--- src/rtl/ram_arbiter.sv ---
// ram_arbiter
// Shares the single SDRAM-backed memory port between the file loader,
// the video DMA and the CPU. Each access is granted in IDLE, holds the
// memory strobe for ACC_CYCLES clocks in ACC, and finishes with a
// one-cycle acknowledge in ACK. Priority is loader > DMA > CPU. The CPU
// beats the DMA after it has lost to the DMA twice in a row.
//
// Ports:
//   clk, reset            system clock, synchronous active-high reset
//   ld_req/addr/din       loader write request (held until ld_ack)
//   ld_ack                one-cycle loader completion pulse
//   dma_req/addr          DMA read request (held until dma_ack)
//   dma_ack, dma_dout     DMA completion pulse and read data register
//   cpu_req/we/addr/din   CPU request (held until cpu_ack)
//   cpu_ack, cpu_dout     CPU completion pulse and read data register
//   mem_addr/din/we/rd    registered memory-side command
//   mem_dout              memory read data
//   grant                 current owner: 0 none, 1 loader, 2 DMA, 3 CPU
//   busy                  high whenever the arbiter is not in IDLE
module ram_arbiter #(
  parameter int AW         = 25,
  parameter int ACC_CYCLES = 4
) (
  input  logic          clk,
  input  logic          reset,
  input  logic          ld_req,
  input  logic [AW-1:0] ld_addr,
  input  logic [7:0]    ld_din,
  output logic          ld_ack,
  input  logic          dma_req,
  input  logic [AW-1:0] dma_addr,
  output logic          dma_ack,
  output logic [7:0]    dma_dout,
  input  logic          cpu_req,
  input  logic          cpu_we,
  input  logic [AW-1:0] cpu_addr,
  input  logic [7:0]    cpu_din,
  output logic          cpu_ack,
  output logic [7:0]    cpu_dout,
  output logic [AW-1:0] mem_addr,
  output logic [7:0]    mem_din,
  output logic          mem_we,
  output logic          mem_rd,
  input  logic [7:0]    mem_dout,
  output logic [1:0]    grant,
  output logic          busy
);

  typedef enum logic [1:0] {
    S_IDLE = 2'd0,
    S_ACC  = 2'd1,
    S_ACK  = 2'd2
  } state_e;

  localparam logic [1:0] G_NONE = 2'd0;
  localparam logic [1:0] G_LD   = 2'd1;
  localparam logic [1:0] G_DMA  = 2'd2;
  localparam logic [1:0] G_CPU  = 2'd3;

  localparam logic [3:0] CNT_LOAD = 4'(ACC_CYCLES - 1);

  state_e          state_q, state_d;
  logic [3:0]      cnt_q, cnt_d;
  logic [1:0]      grant_q, grant_d;
  logic            busy_q, busy_d;
  logic [AW-1:0]   mem_addr_q, mem_addr_d;
  logic [7:0]      mem_din_q, mem_din_d;
  logic            mem_we_q, mem_we_d;
  logic            mem_rd_q, mem_rd_d;
  logic            ld_ack_q, ld_ack_d;
  logic            dma_ack_q, dma_ack_d;
  logic            cpu_ack_q, cpu_ack_d;
  logic [7:0]      dma_dout_q, dma_dout_d;
  logic [7:0]      cpu_dout_q, cpu_dout_d;
  logic [1:0]      cpu_skip_q, cpu_skip_d;
  logic [1:0]      winner;

  // Winner selection. The CPU only overtakes the DMA once it has been
  // passed over twice; the loader always wins.
  always_comb begin
    winner = G_NONE;
    if (ld_req) begin
      winner = G_LD;
    end else if (dma_req && !(cpu_req && (cpu_skip_q == 2'd2))) begin
      winner = G_DMA;
    end else if (cpu_req) begin
      winner = G_CPU;
    end
  end

  always_comb begin
    state_d    = state_q;
    cnt_d      = cnt_q;
    grant_d    = grant_q;
    busy_d     = busy_q;
    mem_addr_d = mem_addr_q;
    mem_din_d  = mem_din_q;
    mem_we_d   = mem_we_q;
    mem_rd_d   = mem_rd_q;
    ld_ack_d   = 1'b0;
    dma_ack_d  = 1'b0;
    cpu_ack_d  = 1'b0;
    dma_dout_d = dma_dout_q;
    cpu_dout_d = cpu_dout_q;
    cpu_skip_d = cpu_skip_q;

    unique case (state_q)
      S_IDLE: begin
        grant_d  = G_NONE;
        busy_d   = 1'b0;
        mem_we_d = 1'b0;
        mem_rd_d = 1'b0;
        unique case (winner)
          G_LD: begin
            mem_addr_d = ld_addr;
            mem_din_d  = ld_din;
            mem_we_d   = 1'b1;
          end
          G_DMA: begin
            mem_addr_d = dma_addr;
            mem_rd_d   = 1'b1;
          end
          G_CPU: begin
            mem_addr_d = cpu_addr;
            mem_din_d  = cpu_din;
            mem_we_d   = cpu_we;
            mem_rd_d   = ~cpu_we;
          end
          default: ;
        endcase
        if (winner != G_NONE) begin
          grant_d = winner;
          busy_d  = 1'b1;
          cnt_d   = CNT_LOAD;
          state_d = S_ACC;
          // A loader grant with the CPU waiting leaves the skip count alone.
          if ((winner == G_DMA) && cpu_req) begin
            cpu_skip_d = (cpu_skip_q == 2'd2) ? 2'd2 : cpu_skip_q + 2'd1;
          end else if ((winner == G_CPU) || !cpu_req) begin
            cpu_skip_d = 2'd0;
          end
        end
      end

      S_ACC: begin
        if (cnt_q == 4'd0) begin
          mem_we_d = 1'b0;
          mem_rd_d = 1'b0;
          state_d  = S_ACK;
          if (mem_rd_q) begin
            if (grant_q == G_DMA) dma_dout_d = mem_dout;
            if (grant_q == G_CPU) cpu_dout_d = mem_dout;
          end
          ld_ack_d  = (grant_q == G_LD);
          dma_ack_d = (grant_q == G_DMA);
          cpu_ack_d = (grant_q == G_CPU);
        end else begin
          cnt_d = cnt_q - 4'd1;
        end
      end

      S_ACK: begin
        // grant stays visible through ACK and drops for the IDLE cycle.
        grant_d = G_NONE;
        busy_d  = 1'b0;
        state_d = S_IDLE;
      end

      default: begin
        grant_d  = G_NONE;
        busy_d   = 1'b0;
        mem_we_d = 1'b0;
        mem_rd_d = 1'b0;
        state_d  = S_IDLE;
      end
    endcase
  end

  always_ff @(posedge clk) begin
    if (reset) begin
      state_q    <= S_IDLE;
      cnt_q      <= 4'd0;
      grant_q    <= G_NONE;
      busy_q     <= 1'b0;
      mem_addr_q <= '0;
      mem_din_q  <= 8'd0;
      mem_we_q   <= 1'b0;
      mem_rd_q   <= 1'b0;
      ld_ack_q   <= 1'b0;
      dma_ack_q  <= 1'b0;
      cpu_ack_q  <= 1'b0;
      dma_dout_q <= 8'd0;
      cpu_dout_q <= 8'd0;
      cpu_skip_q <= 2'd0;
    end else begin
      state_q    <= state_d;
      cnt_q      <= cnt_d;
      grant_q    <= grant_d;
      busy_q     <= busy_d;
      mem_addr_q <= mem_addr_d;
      mem_din_q  <= mem_din_d;
      mem_we_q   <= mem_we_d;
      mem_rd_q   <= mem_rd_d;
      ld_ack_q   <= ld_ack_d;
      dma_ack_q  <= dma_ack_d;
      cpu_ack_q  <= cpu_ack_d;
      dma_dout_q <= dma_dout_d;
      cpu_dout_q <= cpu_dout_d;
      cpu_skip_q <= cpu_skip_d;
    end
  end

  assign ld_ack   = ld_ack_q;
  assign dma_ack  = dma_ack_q;
  assign cpu_ack  = cpu_ack_q;
  assign dma_dout = dma_dout_q;
  assign cpu_dout = cpu_dout_q;
  assign mem_addr = mem_addr_q;
  assign mem_din  = mem_din_q;
  assign mem_we   = mem_we_q;
  assign mem_rd   = mem_rd_q;
  assign grant    = grant_q;
  assign busy     = busy_q;

endmodule

--- config.mk ---
export PLATFORM = sky130hd
export DESIGN_NAME = ram_arbiter
export DESIGN_NICKNAME = d
export VERILOG_FILES = /design/src/rtl/ram_arbiter.sv
export SDC_FILE = /design/constraint.sdc
export NUM_CORES = 1
export LEC_CHECK = 0
export BUFFER_PORTS_ARGS = -buffer_cell sky130_fd_sc_hd__buf_2
export CAP_MARGIN = 5
export CORE_MARGIN = 3
export CORE_UTILIZATION = 40
export CTS_CLUSTER_SIZE = 20
export DETAILED_ROUTE_END_ITERATION = 10
export PLACE_DENSITY_LB_ADDON = 0.3
export SYNTH_ARGS = -nofsm -noshare
export SYNTH_HDL_FRONTEND = slang
export SYNTH_SLANG_ARGS = --single-unit
export TNS_END_PERCENT = 30
--- constraint.sdc ---
create_clock -name clk -period 2.2 [get_ports clk]
set_input_delay 0.11 -clock clk [delete_from_list [all_inputs] [get_ports clk]]
set_output_delay 0.11 -clock clk [all_outputs]
set_load 0.01 [all_outputs]
* Word level (Yosys, flattened, before mapping)
Cells that the tools add are included.
Word-level totals: logic and storage cells 77, register bits 65, bits of input ports 105
Operators by class: bitwise logic cells 4, eq/ne operators 12, mux-type cells 23, add/sub/neg operators 2, reduce and logical (&&, ||, !) cells 22
Operators by type and width (count):
- one-hot mux 25 bit (3 select lines) | 1
- two-way mux 2 bit | 9
- one-hot mux 8 bit (2 select lines) | 1
- == test 2 bit, second input constant | 6
- two-way mux 4 bit | 2
- one-hot mux 2 bit (2 select lines) | 2
- one-hot mux 4 bit (2 select lines) | 1
- AND reduction 2 bit | 4
- AND reduction 4 bit | 2
- nonzero test 2 bit | 4
- == test 2 x 1 -> 1 bit, second input constant | 3
- inequality test 2 bit, second input constant | 3
- one-hot mux 1 bit (2 select lines) | 3
- one-hot mux 1 bit (3 select lines) | 2
- AND reduction 3 bit | 2
- zero test 4 bit | 1
- inverter 1 bit | 4
- subtractor 4 x 1 -> 4 bit, second input constant | 1
- logical AND 1 bit | 3
- nonzero test 3 bit | 1
- OR reduction 3 bit | 1
- adder 2 x 1 -> 2 bit, second input constant | 1
- zero test 1 bit | 2
- zero test 2 bit | 1
- other kinds (2) | 3

* Longest topological paths before layout
Gate-level depths: netlist of the first run.
depth in word-level cells 10, depth in mapped cells 8, gate-level depth less buffers 6

* Worst setup path before layout of the first run
Ideal clock, no wire load.
kind reg-to-reg, from register cnt_q[0], to register cpu_dout_q[0], in the netlist cpu_dout[0], cell stages (with the launch flop) 8, period minus slack after synthesis 1.932 ns, arrival 1.804 ns, library setup time 0.128 ns, data required time 2.072 ns, path buffers 1, setup slack 0.268 ns, path through dfxtp_1 > inv_1 > ha_1 > or3b_4 > or4_1 > buf_2 > mux2i_1 > nor2_1
On the way: cells in the longest elaborated chain, start to end 2
Ends and longest elaborated chain:
- start: declaration | line 63 | logic [3:0] cnt_q, cnt_d;
- start signal: assignment | line 197 | cnt_q <= cnt_d;
- zero test 4 bit | line 146 | if (cnt_q == 4'd0) begin
- AND reduction 4 bit (no source line)
- end signal: assignment | line 208 | cpu_dout_q <= cpu_dout_d;
- end: declaration | line 74 | logic [7:0] cpu_dout_q, cpu_dout_d;
No other way between the ends. A chain may end at the register's enable or synchronous reset.

* Worst setup path after layout of the first run
from register cnt_q[0], to register cpu_dout_q[6], in the netlist cpu_dout[6]
Same word-level chain as after synthesis.

==> results of run 1 <==
==> sequential cells by signal (all words and copies together), names as in the netlist <==
name	flops
mem_addr	25
cpu_ack	1
ld_ack	1
grant	2
dma_ack	1
busy	1
dma_dout	8
state_q	2
cpu_skip_q	2
cpu_dout	8
mem_rd	1
mem_din	8
cnt_q	4
mem_we	1
==> through the flow <==
stage | worst slack (ps) | TNS, ps | cells
3_5_place_dp | -92.1 | -841 | 540
5_1_grt | 59.8 | 0 | 555
3_3_place_gp | 13.3 | 0 | 540
6_report | 176 | 0 | 555
4_1_cts | 166 | 0 | 555
2_1_floorplan | 268 | 0 | 305
==> logic make-up (layout without fill, tap and decap cells) <==
family          after synthesis  in the layout  share of synthesized area
simple gates                110            110                      0.178
compound gates               74             74                      0.227
flops                        65             65                      0.466
buf+inv                      34            191                     0.0479
mux                          18             18                     0.0645
fa+ha+maj                     4              4                     0.0179
==> layout make-up <==
type                            instances  area [µm²]
Fill cell                             628        2670
Multi-Input combinational cell        206        1380
Sequential cell                        65        1300
Timing Repair Buffer                  169         878
Clock buffer                           12         155
Tap cell                               93         116
Clock inverter                          3        40.0
Inverter                                7        26.3
==> path summary, 6_finish.rpt <==
path                from     endpoint  slack (ps)  cells after the start
max reg2reg     cnt_q[0]  cpu_dout[6]         180                      6
min reg2reg       mem_rd       mem_rd         480                      1
min          mem_dout[2]  dma_dout[2]          20                      3
max             cnt_q[0]  cpu_dout[6]         180                      6
==> power by group <==
group	internal (mW)	switching, mW	leakage [nW]
Clock	0.576	0.419	0.102
Sequential	1.29	0.0669	0.534
Combinational	0.310	0.384	1.27
==> cells in the mapped netlist, drive strengths merged <==
| cell type | instances | area (µm²) |
|---|---|---|
| or2 | 1 | 6.26 |
| a221oi | 2 | 17.5 |
| a222oi | 24 | 240 |
| a22o | 1 | 8.76 |
| inv | 7 | 26.3 |
| or4 | 1 | 7.51 |
| and2 | 1 | 6.26 |
| nor4 | 2 | 27.5 |
| and3 | 4 | 25.0 |
| nand3b | 1 | 7.51 |
| or3b | 1 | 11.3 |
| o21ai | 2 | 10.0 |
| nor2 | 62 | 233 |
| and4 | 1 | 8.76 |
| a21oi | 5 | 25.0 |
| clkbuf | 21 | 78.8 |
| a211oi | 25 | 188 |
| nand2b | 2 | 12.5 |
| a311oi | 8 | 70.1 |
| nor2b | 4 | 25.0 |
| buf | 6 | 28.8 |
| dfxtp | 65 | 1300 |
| o31ai | 1 | 7.51 |
| ha | 4 | 50.1 |
| mux2i | 18 | 180 |
| a22oi | 2 | 15.0 |
| nand2 | 23 | 86.3 |
| a2111oi | 2 | 36.3 |
| nor3 | 7 | 40.0 |
| a21o | 2 | 15.0 |
==> worst max-delay path, stage by stage, from the launching register on <==
cell     delay (ps)
dfxtp_1         330
inv_1           100
ha_1            200
or3b_4          430
or4_4           590
mux2i_1         190
nor2_1           50
==> cells in the final DEF, fill, tap and decap left out, types with 2 or more instances in the layout <==
master    count
a211oi_1     25
a21o_1        2
a21oi_1       5
a221oi_1      2
a222oi_1     24
a22oi_1       2
a311oi_1      8
and3_1        4
buf_2       161
buf_4         7
clkbuf_8     11
clkinv_2      2
dfxtp_1      65
ha_1          4
inv_1         7
mux2i_1      18
nand2_1      23
nand2b_1      2
nor2_1       61
nor2b_1       4
nor3_1        6
o21ai_0       2
==> metal layers <==
metal  routed length, µm  vias to the layer above  global-route usage  part of all wire
met2                4040                       95               0.313              0.50
met5                   0                        -                   0                 0
met3                 559                       10              0.0730             0.069
met4                 103                        0              0.0555             0.013
li1                    -                     1439                   -                 -
met1                3350                     1286               0.248              0.42
==> qor.yml, run 1 <==
grt_setup_unrepaired: "no"
antenna_found_initial: 0
grt_pass1_vias: 2617
slew_violations: 0
path_max_fanout: 8
worst_hold_slack_ps: 24.4
synth_seq_cells: 65
drc_errors: 0
hold_viol: 0
cp-start-kind: "register"
synthesis.nets: 414
hold_class: "in -> reg"
postCtsResizedCells: 2
cts_root_buf: "clkbuf_8"
powerDensity_mw_per_mm2: 783
grt-ovfl-total: 0
grt_max_degree: 55
core-area_mm2: 0.00657
syn_area_mm2: 0.00280
cts_buffers: 9
irDropWorstVdd_uv: 406
fin_crit_ps: 2020
fin_area_mm2: 0.00389
first_pass_iters: 6
post_dp_cell_area_mm2: 0.00369
outcome: "complete, no violations"
ioPinCount: 162
fp.dieW_um: 89.6
rows: 29
port_buffers: 161
ys_warn_count: 0
finalSetupViolations: 0
post-cts-setup-buffers: 0
synth_cells: 305
grt_pass1_wl_um: 12200
num_vias: 2830
cts_buffer_depth: 2
synth_area_per_cell_um2: 9.16
dp_hpwl_um: 6030
routed_wl_um: 8050
wl_per_cell_um: 14.5
skew_ps: 9.79
cts_tree: "done"
ctsHoldBuffers: 0
cp.arrival_ps: 2220
htreeDepth: 3
syn_to_final_growth_pct: 39.3
p_leak_nw: 1.91
synth_cell_types: 34
initialDrtViolationCount: 172
path_class: "reg -> reg"
period_share: 0.920
clk_latency_ps: 330
layout-drive-gt1-share: 0.411
nets: 567
diodes: 0
relSlewSlack: 0.514
initial_core_util: 0.426
drt-vias-per-instance: 5.10
gp_congestion: 0.801
fp.dieH_um: 89.6
worst_pin_slew_ps: 728
ant_nets: 0
cp_data_required_time_ps: 2390
clock-sinks: 65
maxCapViolCount: 0
cts.reportedPaths.clkPinSlew_ps: 70
power_mw: 3.05
ys_seq_area_frac: 0.466
worst_setup_path_end_kind: "register"
die-area_mm2: 0.00803
grt_use_total: 0.196
fin_util: 0.593
fmax_ghz: 0.494
(Power assumes the default switching activity.)
==> run 2, diff against run 1 <==
- ABC_AREA: unset -> 1
==> run 2 against run 1 <==
Effect of this change: design area increased by 15%; via count increased by 33%; register-to-register slack improved by 370 ps; die area increased by 22%; area after synthesis increased by 23%; critical path depth increased by 4; clock power decreased by 8.9%; combinational power increased by 27%; utilization decreased by 5.2 points; synthesized cell count increased by 86%; maximum frequency increased by 22%; flip-flop and latch count unchanged.
==> qor.yml, run 2 <==
outcome: "complete, no violations"
synth_seq_cells: 65
area.sequential_mm2: 0.00130
grt_pass1_vias: 3484
cts_buffer_depth: 2
r2r_start: "cpu_skip_q[0]"
synthesis.nets: 675
ctsHoldBuffers: 0
drt-vias-per-instance: 4.54
fin_util: 0.541
fp.dieH_um: 98.8
grt_setup_unrepaired: "no"
netlist.area_leader.share: 0.378
ys_warn_count: 0
rows: 33
fin_setup_tns_ps: 0
ant_nets: 0
cts_tree: "done"
p_leak_nw: 2.66
cts_root_buf: "clkbuf_8"
finalSetupViolations: 0
reg2reg_slack_ps: 540
grt_pass1_wl_um: 15400
ioPinCount: 162
path_class: "reg -> reg"
drc_errors: 0
final_cell_mix: "buf_2 (161), nand2_1 (139), inv_1 (114)"
maxCapViolCount: 0
cts_buffers: 9
die-area_mm2: 0.00975
cp_data_required_time_ps: 2430
synth_cells: 566
dp_hpwl_um: 6970
layout_commonest_cell: "buf_2"
min_from: "mem_dout[1]"
synthFlopType: "dfxtp_1"
routed_wl_um: 9080
ys_seq_area_frac: 0.378
power_mw: 3.16
htreeDepth: 3
post_dp_cell_area_mm2: 0.00432
syn_area_mm2: 0.00344
layout-drive-gt1-share: 0.269
postCtsResizedCells: 0
final_cell_count_no_fill: 831
worstHoldEndpoint: "dma_dout[1]"
grt_max_degree: 35
irDropWorstVdd_uv: 307
nFillCells: 861
worst_setup_path_end_kind: "register"
cp-start-kind: "register"
nets: 830
hold_class: "in -> reg"
ys_top_cells_by_area: "dfxtp_1 (38%), nand2_1 (15%), inv_1 (12%), nand3_1 (9.9%), nor2_1 (9.7%)"
cp.arrival_ps: 1890
numPlacedInstances: 815
relSlewSlack: 0.620
gp_congestion: 0.837
netlist.top_cell.by_area: "dfxtp_1"
grt_use_total: 0.190
clock-sinks: 65
largest_register_ffs: 25
hold_depth: 3
period_share: 0.754
diodes: 0
grt-ovfl-total: 0
antenna_found_initial: 0
powerDensity_mw_per_mm2: 703
synth_area_per_cell_um2: 6.08
fin_crit_ps: 1660
fin_area_mm2: 0.00449
path_max_fanout: 11
initial_core_util: 0.415
skew_ps: 8.95
clk_latency_ps: 340
num_vias: 3770
first_pass_iters: 4
fp.dieW_um: 98.8
synth_cell_types: 23
wl_per_cell_um: 10.9
yosysMostFrequentCell: "nand2_1"
hold_viol: 0
synthArstFlopShare: 0
post-cts-setup-buffers: 0
worst_pin_slew_ps: 570
syn_to_final_growth_pct: 30.5
slew_violations: 0
synth_common_cells: "nand2_1 (139), inv_1 (114), nor2_1 (89)"
fmax_ghz: 0.603
rr_endpoint: "mem_din[5]"
initialDrtViolationCount: 102
synth_enable_flop_cells: 0
multi_input_area_mm2: 0.00157
r2r_cells: 10
cts.reportedPaths.clkPinSlew_ps: 80
core-area_mm2: 0.00830
port_buffers: 161
run 2: changes by cell type in the layout (fill, tap and decap cells not counted), sizes merged, moves of 24 or more:
cell	before	now
nand2	23	141
a222oi	24	0
a21oi	5	35
a211oi	25	0
nor2	62	93
nand3	0	69
inv	7	119
run 2: worst max path at each step:
stage	startpoint	slack, ps	endpoint	cells past startpoint
final	cpu_skip_q[0]	540	mem_din[5]	10
after CTS	cpu_skip_q[0]	520	mem_din[5]	10
after floorplan	cpu_skip_q[0]	850	cpu_skip_q[0]	10
after global placement	cpu_skip_q[0]	620	mem_din[1]	10
after detailed placement	cpu_skip_q[0]	530	mem_din[5]	10
after global routing	cpu_skip_q[0]	280	mem_din[0]	10
run 2: through the flow:
step	hold slack (ps)	setup WS, ps
after global routing	33.6	283
after floorplan	277	851
after CTS	18.4	522
after global placement	386	622
after detailed placement	388	530
final	40.2	541
run 2: logic make-up (layout without fill, tap and decap cells):
group / count (synthesis) / after routing / synth area share
simple gates: 309 / 309 / 0.374
buf+inv: 142 / 302 / 0.166
flops: 65 / 65 / 0.378
compound gates: 46 / 46 / 0.0673
fa+ha+maj: 4 / 4 / 0.0145
run 2: area by class of cell:
cell class | instances | share of cell area
inverters | 118 | 0.0986
clock buffers | 9 | 0.0276
multi-input cells | 359 | 0.349
clock inverters | 7 | 0.0120
flip-flops and latches | 65 | 0.290
well taps | 105 | 0.0292
repair buffers | 168 | 0.194
run 2: metal layers:
metal	GRT usage	routed length [µm]	up-vias
li1	-	-	2006
met1	0.231	4010	1604
met2	0.313	4120	144
met3	0.0580	806	16
met4	0.0756	144	0
met5	0	0	-
run 2: worst max-delay path, cell delays in order (launching register included):
cell     delay [ps]
dfxtp_1         330
inv_1            60
ha_1            190
inv_1            50
nand2_1         110
nand2_2          90
nand2_1         200
nand2_1         310
nand2_1          90
nand2_1          70
nor2_1           50
run 2: power breakdown:
part	internal, mW	switching (mW)
combinational	0.356	0.524
clock	0.416	0.490
sequential	1.30	0.0702
